$ cat src/rtl/pipe_hazard_ctrl_if.sv
// Pipeline <-> hazard controller bundle. The master side is the pipeline,
// the slave side is the controller.
interface pipe_hazard_ctrl_if #(
  parameter int CNT_W = 16
);
  logic             jump_en_i;
  logic [31:0]      jump_addr_i;
  logic             ld_use_i;
  logic             mdu_start_i;
  logic             mdu_done_i;
  logic             jump_en_o;
  logic [31:0]      jump_addr_o;
  logic             stall_pc_o;
  logic             stall_if_id_o;
  logic             flush_if_id_o;
  logic             stall_id_ex_o;
  logic             flush_id_ex_o;
  logic             mdu_abort_o;
  logic             timeout_err_o;
  logic [CNT_W-1:0] stall_cnt_o;
  logic [CNT_W-1:0] flush_cnt_o;

  modport master (
    output jump_en_i, jump_addr_i, ld_use_i, mdu_start_i, mdu_done_i,
    input  jump_en_o, jump_addr_o, stall_pc_o, stall_if_id_o, flush_if_id_o,
           stall_id_ex_o, flush_id_ex_o, mdu_abort_o, timeout_err_o,
           stall_cnt_o, flush_cnt_o
  );

  modport slave (
    input  jump_en_i, jump_addr_i, ld_use_i, mdu_start_i, mdu_done_i,
    output jump_en_o, jump_addr_o, stall_pc_o, stall_if_id_o, flush_if_id_o,
           stall_id_ex_o, flush_id_ex_o, mdu_abort_o, timeout_err_o,
           stall_cnt_o, flush_cnt_o
  );
endinterface

$ cat src/rtl/pipe_hazard_ctrl.sv
// Pipeline hazard controller: jump flush, load-use bubble, multi-cycle MDU
// stall with timeout abort, plus saturating stall/flush perf counters.
module pipe_hazard_ctrl #(
  parameter int MDU_TIMEOUT = 64,
  parameter int CNT_W       = 16
) (
  input  logic               clk,
  input  logic               rst,
  pipe_hazard_ctrl_if.slave  hz
);

  localparam int TW = $clog2(MDU_TIMEOUT) + 1;
  localparam logic [TW-1:0] TO_LAST = TW'(MDU_TIMEOUT - 1);

  localparam logic [1:0] S_RUN  = 2'd0;
  localparam logic [1:0] S_LD   = 2'd1;
  localparam logic [1:0] S_WAIT = 2'd2;

  logic [1:0]       r_state;
  logic [TW-1:0]    r_tcnt;
  logic             r_terr;
  logic [CNT_W-1:0] r_stall_cnt;
  logic [CNT_W-1:0] r_flush_cnt;

  logic [1:0] w_nxt;
  logic       w_jmp, w_sp, w_si, w_fi, w_se, w_fe, w_abort, w_tmo;

  always_comb begin
    w_nxt   = r_state;
    w_jmp   = 1'b0;
    w_sp    = 1'b0;
    w_si    = 1'b0;
    w_fi    = 1'b0;
    w_se    = 1'b0;
    w_fe    = 1'b0;
    w_abort = 1'b0;
    w_tmo   = 1'b0;
    if (hz.jump_en_i) begin
      w_jmp   = 1'b1;
      w_fi    = 1'b1;
      w_fe    = 1'b1;
      w_abort = (r_state == S_WAIT);
      w_nxt   = S_RUN;
    end else begin
      case (r_state)
        S_RUN: begin
          if (hz.mdu_start_i) begin
            w_nxt = S_WAIT;
          end else if (hz.ld_use_i) begin
            w_sp  = 1'b1;
            w_si  = 1'b1;
            w_fe  = 1'b1;
            w_nxt = S_LD;
          end
        end
        S_LD: w_nxt = hz.mdu_start_i ? S_WAIT : S_RUN;
        S_WAIT: begin
          w_sp = 1'b1;
          w_si = 1'b1;
          w_se = 1'b1;
          // done takes precedence over a coinciding timeout
          if (hz.mdu_done_i) begin
            w_nxt = S_RUN;
          end else if (r_tcnt == TO_LAST) begin
            w_abort = 1'b1;
            w_tmo   = 1'b1;
            w_nxt   = S_RUN;
          end
        end
        default: w_nxt = S_RUN;
      endcase
    end
  end

  always_ff @(posedge clk or negedge rst) begin
    if (!rst) begin
      r_state     <= S_RUN;
      r_tcnt      <= '0;
      r_terr      <= 1'b0;
      r_stall_cnt <= '0;
      r_flush_cnt <= '0;
    end else begin
      r_state <= w_nxt;
      r_tcnt  <= (r_state == S_WAIT && w_nxt == S_WAIT) ? r_tcnt + 1'b1 : '0;
      if (w_tmo)
        r_terr <= 1'b1;
      if (w_sp && r_stall_cnt != '1)
        r_stall_cnt <= r_stall_cnt + 1'b1;
      if (w_jmp && r_flush_cnt != '1)
        r_flush_cnt <= r_flush_cnt + 1'b1;
    end
  end

  // combinational outputs are forced low for the whole reset interval
  assign hz.jump_en_o     = rst & w_jmp;
  assign hz.jump_addr_o   = (rst && w_jmp) ? hz.jump_addr_i : 32'h0;
  assign hz.stall_pc_o    = rst & w_sp;
  assign hz.stall_if_id_o = rst & w_si;
  assign hz.flush_if_id_o = rst & w_fi;
  assign hz.stall_id_ex_o = rst & w_se;
  assign hz.flush_id_ex_o = rst & w_fe;
  assign hz.mdu_abort_o   = rst & w_abort;
  assign hz.timeout_err_o = r_terr;
  assign hz.stall_cnt_o   = r_stall_cnt;
  assign hz.flush_cnt_o   = r_flush_cnt;

endmodule

$ cat src/flat_wrapper.sv
// flat-port wrapper written by rule: the top's interface ports become plain ports
module pipe_hazard_ctrl_flat 
#(
  parameter int MDU_TIMEOUT = 64,
  parameter int CNT_W       = 16
)
  (clk, rst, hz_jump_en_i, hz_jump_addr_i, hz_ld_use_i, hz_mdu_start_i, hz_mdu_done_i, hz_jump_en_o, hz_jump_addr_o, hz_stall_pc_o, hz_stall_if_id_o, hz_flush_if_id_o, hz_stall_id_ex_o, hz_flush_id_ex_o, hz_mdu_abort_o, hz_timeout_err_o, hz_stall_cnt_o, hz_flush_cnt_o);
  pipe_hazard_ctrl_if #(.CNT_W(CNT_W)) hz_i ();
  input  logic clk;
  input  logic rst;
  input wire logic [$bits(hz_i.jump_en_i)-1:0] hz_jump_en_i;
  input wire logic [$bits(hz_i.jump_addr_i)-1:0] hz_jump_addr_i;
  input wire logic [$bits(hz_i.ld_use_i)-1:0] hz_ld_use_i;
  input wire logic [$bits(hz_i.mdu_start_i)-1:0] hz_mdu_start_i;
  input wire logic [$bits(hz_i.mdu_done_i)-1:0] hz_mdu_done_i;
  output wire logic [$bits(hz_i.jump_en_o)-1:0] hz_jump_en_o;
  output wire logic [$bits(hz_i.jump_addr_o)-1:0] hz_jump_addr_o;
  output wire logic [$bits(hz_i.stall_pc_o)-1:0] hz_stall_pc_o;
  output wire logic [$bits(hz_i.stall_if_id_o)-1:0] hz_stall_if_id_o;
  output wire logic [$bits(hz_i.flush_if_id_o)-1:0] hz_flush_if_id_o;
  output wire logic [$bits(hz_i.stall_id_ex_o)-1:0] hz_stall_id_ex_o;
  output wire logic [$bits(hz_i.flush_id_ex_o)-1:0] hz_flush_id_ex_o;
  output wire logic [$bits(hz_i.mdu_abort_o)-1:0] hz_mdu_abort_o;
  output wire logic [$bits(hz_i.timeout_err_o)-1:0] hz_timeout_err_o;
  output wire logic [$bits(hz_i.stall_cnt_o)-1:0] hz_stall_cnt_o;
  output wire logic [$bits(hz_i.flush_cnt_o)-1:0] hz_flush_cnt_o;
  assign hz_i.jump_en_i = hz_jump_en_i;
  assign hz_i.jump_addr_i = hz_jump_addr_i;
  assign hz_i.ld_use_i = hz_ld_use_i;
  assign hz_i.mdu_start_i = hz_mdu_start_i;
  assign hz_i.mdu_done_i = hz_mdu_done_i;
  assign hz_jump_en_o = hz_i.jump_en_o;
  assign hz_jump_addr_o = hz_i.jump_addr_o;
  assign hz_stall_pc_o = hz_i.stall_pc_o;
  assign hz_stall_if_id_o = hz_i.stall_if_id_o;
  assign hz_flush_if_id_o = hz_i.flush_if_id_o;
  assign hz_stall_id_ex_o = hz_i.stall_id_ex_o;
  assign hz_flush_id_ex_o = hz_i.flush_id_ex_o;
  assign hz_mdu_abort_o = hz_i.mdu_abort_o;
  assign hz_timeout_err_o = hz_i.timeout_err_o;
  assign hz_stall_cnt_o = hz_i.stall_cnt_o;
  assign hz_flush_cnt_o = hz_i.flush_cnt_o;
  pipe_hazard_ctrl #(.MDU_TIMEOUT(MDU_TIMEOUT), .CNT_W(CNT_W)) u_core (.clk(clk), .rst(rst), .hz(hz_i));
endmodule
$ cat config.mk
export PLATFORM = sky130hd
export DESIGN_NAME = pipe_hazard_ctrl_flat
export DESIGN_NICKNAME = d
export VERILOG_FILES = /design/src/rtl/pipe_hazard_ctrl_if.sv /design/src/rtl/pipe_hazard_ctrl.sv /design/src/flat_wrapper.sv
export SDC_FILE = /design/constraint.sdc
export NUM_CORES = 1
export LEC_CHECK = 0
export ABC_AREA = 1
export BUFFER_PORTS_ARGS = -buffer_cell sky130_fd_sc_hd__buf_2
export CORE_UTILIZATION = 49
export CTS_CLUSTER_SIZE = 24
export DETAILED_ROUTE_END_ITERATION = 12
export HOLD_SLACK_MARGIN = 0.12
export PLACE_DENSITY_LB_ADDON = 0.3
export SYNTH_ARGS = -nofsm -noshare
export SYNTH_HDL_FRONTEND = slang
export SYNTH_SLANG_ARGS = --single-unit
$ cat constraint.sdc
create_clock -name clk -period 2.3 [get_ports clk]
set_clock_uncertainty 0.1 [all_clocks]
set_input_delay 0.115 -clock clk [delete_from_list [all_inputs] [get_ports clk]]
set_output_delay 0.115 -clock clk [all_outputs]
set_load 0.01 [all_outputs]
==> results.cfg <==
[status]
status = finished, final reports clean

[critical_path]
max_stage_delay_ns = 0.65
regToRegSetupSlack_ns = 0.21
r2r_cells = 8
critPathLaunchType = flop
critPathBufInv = 0
crit_path_top_delay_cell = nor2_1
cp_max_fo = 12
worstPathArrival_ns = 2.22
r2r_start = u_core.hz.stall_cnt_o[0]$_DFFE_PN0P_
r2r-end = u_core.hz.stall_cnt_o[10]$_DFFE_PN0P_
crit_required_ns = 2.43
worstSetupEndpointType = flop
worstSetupPathType = reg2reg
path_delay_family = simple AND/OR/NAND/NOR gates
crit_chain = ha_1 > nand3_2 > nor2_4 > nand2_4 > nor2_1 > nor2_1 > nand2_1 > nand2_1

[die]
core-area_um2 = 5270
rows = 26
die_h_um = 77.2
die_w_um = 77.2
ios = 110
start_util_pct = 52.5
dieArea_um2 = 5950

[placed_design]
place_hpwl_um = 5220
dp.cells = 603
gp_congestion = 0.864
io_buffer_count = 109

[sta]
finalSetupTns_ns = 0
min_period_ns = 2.09
fin_crit_sh_pct = 90.8
slew_headroom_pct = 44.4
drv_slew = 0
hold_violations = 0
worst_slew_pin_slew_ns = 0.831
rsz0062_at_grt = false
setup_violations = 0
timing.fmax_mhz = 479

[synthesis]
yosys-top-cells-area = dfrtp_1 (38%), nand2_1 (21%), nor2_1 (11%), inv_1 (9.4%), o21ai_0 (3.1%)
syn-cell-area_um2 = 2770
yosys.area.top_type = dfrtp_1
synthCells = 430
netlist-cell-type-count = 24
yosysMostFrequentCell = nand2_1
yosys_register_bits = 42
synth.avg_cell_area_um2 = 6.44
synth-async-reset-ratio_pct = 100
yosysWarnings = 0
synth_edf_count = 0
synth_top_area_share_pct = 38.0
ys_top_cells_by_count = nand2_1 (153), nor2_1 (81), inv_1 (69)
synth.net_count = 471
ys.flop_type = dfrtp_1
synth_seq_area_share_pct = 38.0

[global_routing]
grt_max_degree = 44
first_global_vias = 2768
antenna_found_initial = 0
grt_pass1_wl_um = 11800
grt_usage_pct = 24.2
grt_overflow = 0

[worst_hold_path]
hp-start = hz_mdu_start_i
min_to = u_core.r_tcnt[1]$_DFF_PN0_
hold_class = in2reg
worstHoldPathCells = 5

[clocking]
cts-htree-levels = 2
clkTransAtPathRegs_ns = 0.08
clock_latency_ns = 0.29
cts_hold_buf = 6
cts-resized-gates = 0
cts_tree = yes
cts_setup_buffers = 0
cts.sinks = 42
cts_root_buf = clkbuf_8
numCtsBuffers = 5
clockBufferDepth = 2

[pwr]
seqPwrFrac_pct = 43.3
p_int_w = 0.00151
p_switching_w = 0.000690
pwr_density_cell_nw_per_um2 = 616
ir_drop_mv = 0.436
pwr-share-clk_pct = 33.0
p_total_w = 0.00220
swShare_pct = 31.4
power.leakage_nw = 2.06
combPwrFrac_pct = 23.7

[run]
cap_violations = 0

[finish]
fill_cells = 450
final_nets = 587
instances_no_fill = 617
regArea_um2 = 1050
syn_to_final_growth_pct = 28.7
antenna_cells = 0
layout-drive-gt1-share_pct = 24.5
multi_input_area_um2 = 1390

[route]
vias_per_cell = 4.71
drc = 0
wl_per_cell_um = 11.2
initialDrtViolationCount = 84
dr.pass1.iters = 4
drtAntennaViolNets = 0
vias = 2903
drt-total-wl_um = 6910
power by group through the flow:
stage | registers [W] | logic, W | clock network (W)
after floorplan | 0.000979 | 0.000274 | 0
after global placement | 0.000955 | 0.000504 | 0
after detailed placement | 0.000963 | 0.000515 | 0
after CTS | 0.000948 | 0.000526 | 0.000742
after global routing | 0.000969 | 0.000583 | 0.000772
final | 0.000950 | 0.000521 | 0.000725
logic make-up after synthesis:
group                      count (synthesis)  share of synthesized area [%]
xor gates and xnor gates                  13                           4.11
AOI/OAI and AO/OA                         23                           5.06
DFF                                       42                           38.0
and+or+nand+nor                          270                           39.7
adders and majority gates                  3                           1.36
buffers and inverters                     79                           11.8
cells in the final DEF, fill, tap and decap left out, types with 4 or more instances in the layout:
cell type      netlist  final
o21ai_0             17     17
clkbuf_8             0      6
xnor2_1              8      8
inv_1               69     69
nand3_1             16     16
dlygate4sd3_1        0      6
dfrtp_1             42     42
nor2_2               4      4
nor2_1              81     81
nand2_1            153    153
xor2_1               5      5
buf_2                0    109
nand4_1             10     10
routing by layer:
layer	track usage [%]	share of wire (%)
met1	27.7	44
met4	6.23	0.78
met3	5.48	6.2
met2	44.9	49
met5	0	0
flip-flops by register name, summed over array words and instances, names as in the netlist:
name and cells:
u_core.hz.flush_cnt_o 16, u_core.hz.stall_cnt_o 16, u_core.r_tcnt 7, u_core.r_state 2
u_core.hz.timeout_err_o 1
tightest hold or removal path, stage by stage:
cell and delay, ns:
buf_2 0.11, nand2_1 0.08, nand2_1 0.05, nand2_1 0.18, nor2_1 0.06
layout make-up:
type	instances	share of cell area, %
Multi-Input combinational cell	309	39.0
Sequential cell	42	29.5
Timing Repair Buffer	118	17.6
Inverter	70	7.38
Tap cell	70	2.46
Clock buffer	6	2.32
Clock inverter	2	1.69
how the worst max path moves through the flow:
stage | startpoint | endpoint | slack (ns) | depth (start not counted)
global route | rst | hz_mdu_abort_o | 0.04 | 6
CTS | u_core.hz.stall_cnt_o[0]$_DFFE_PN0P_ | u_core.hz.stall_cnt_o[1]$_DFFE_PN0P_ | 0.19 | 8
detailed placement | u_core.hz.stall_cnt_o[0]$_DFFE_PN0P_ | u_core.hz.stall_cnt_o[10]$_DFFE_PN0P_ | 0.22 | 8
global placement | u_core.hz.stall_cnt_o[0]$_DFFE_PN0P_ | u_core.hz.stall_cnt_o[15]$_DFFE_PN0P_ | 0.30 | 8
finish | u_core.hz.stall_cnt_o[0]$_DFFE_PN0P_ | u_core.hz.stall_cnt_o[10]$_DFFE_PN0P_ | 0.21 | 8
floorplan | u_core.hz.stall_cnt_o[0]$_DFFE_PN0P_ | u_core.hz.stall_cnt_o[3]$_DFFE_PN0P_ | 0.62 | 9
per-stage QoR:
step / area [um^2] / util (%) / worst slack [ns] / hold slack [ns]
3_3_place_gp: 3360 / 63.7 / 0.297 / 0.172
2_1_floorplan: 2770 / - / 0.620 / -0.281
5_1_grt: 3560 / 67.6 / 0.0424 / 0.235
3_5_place_dp: 3360 / 63.7 / 0.224 / 0.172
4_1_cts: 3560 / 67.6 / 0.192 / 0.217
6_report: 3560 / 67.6 / 0.211 / 0.231
Note: power is estimated with default switching activity, not from simulation.
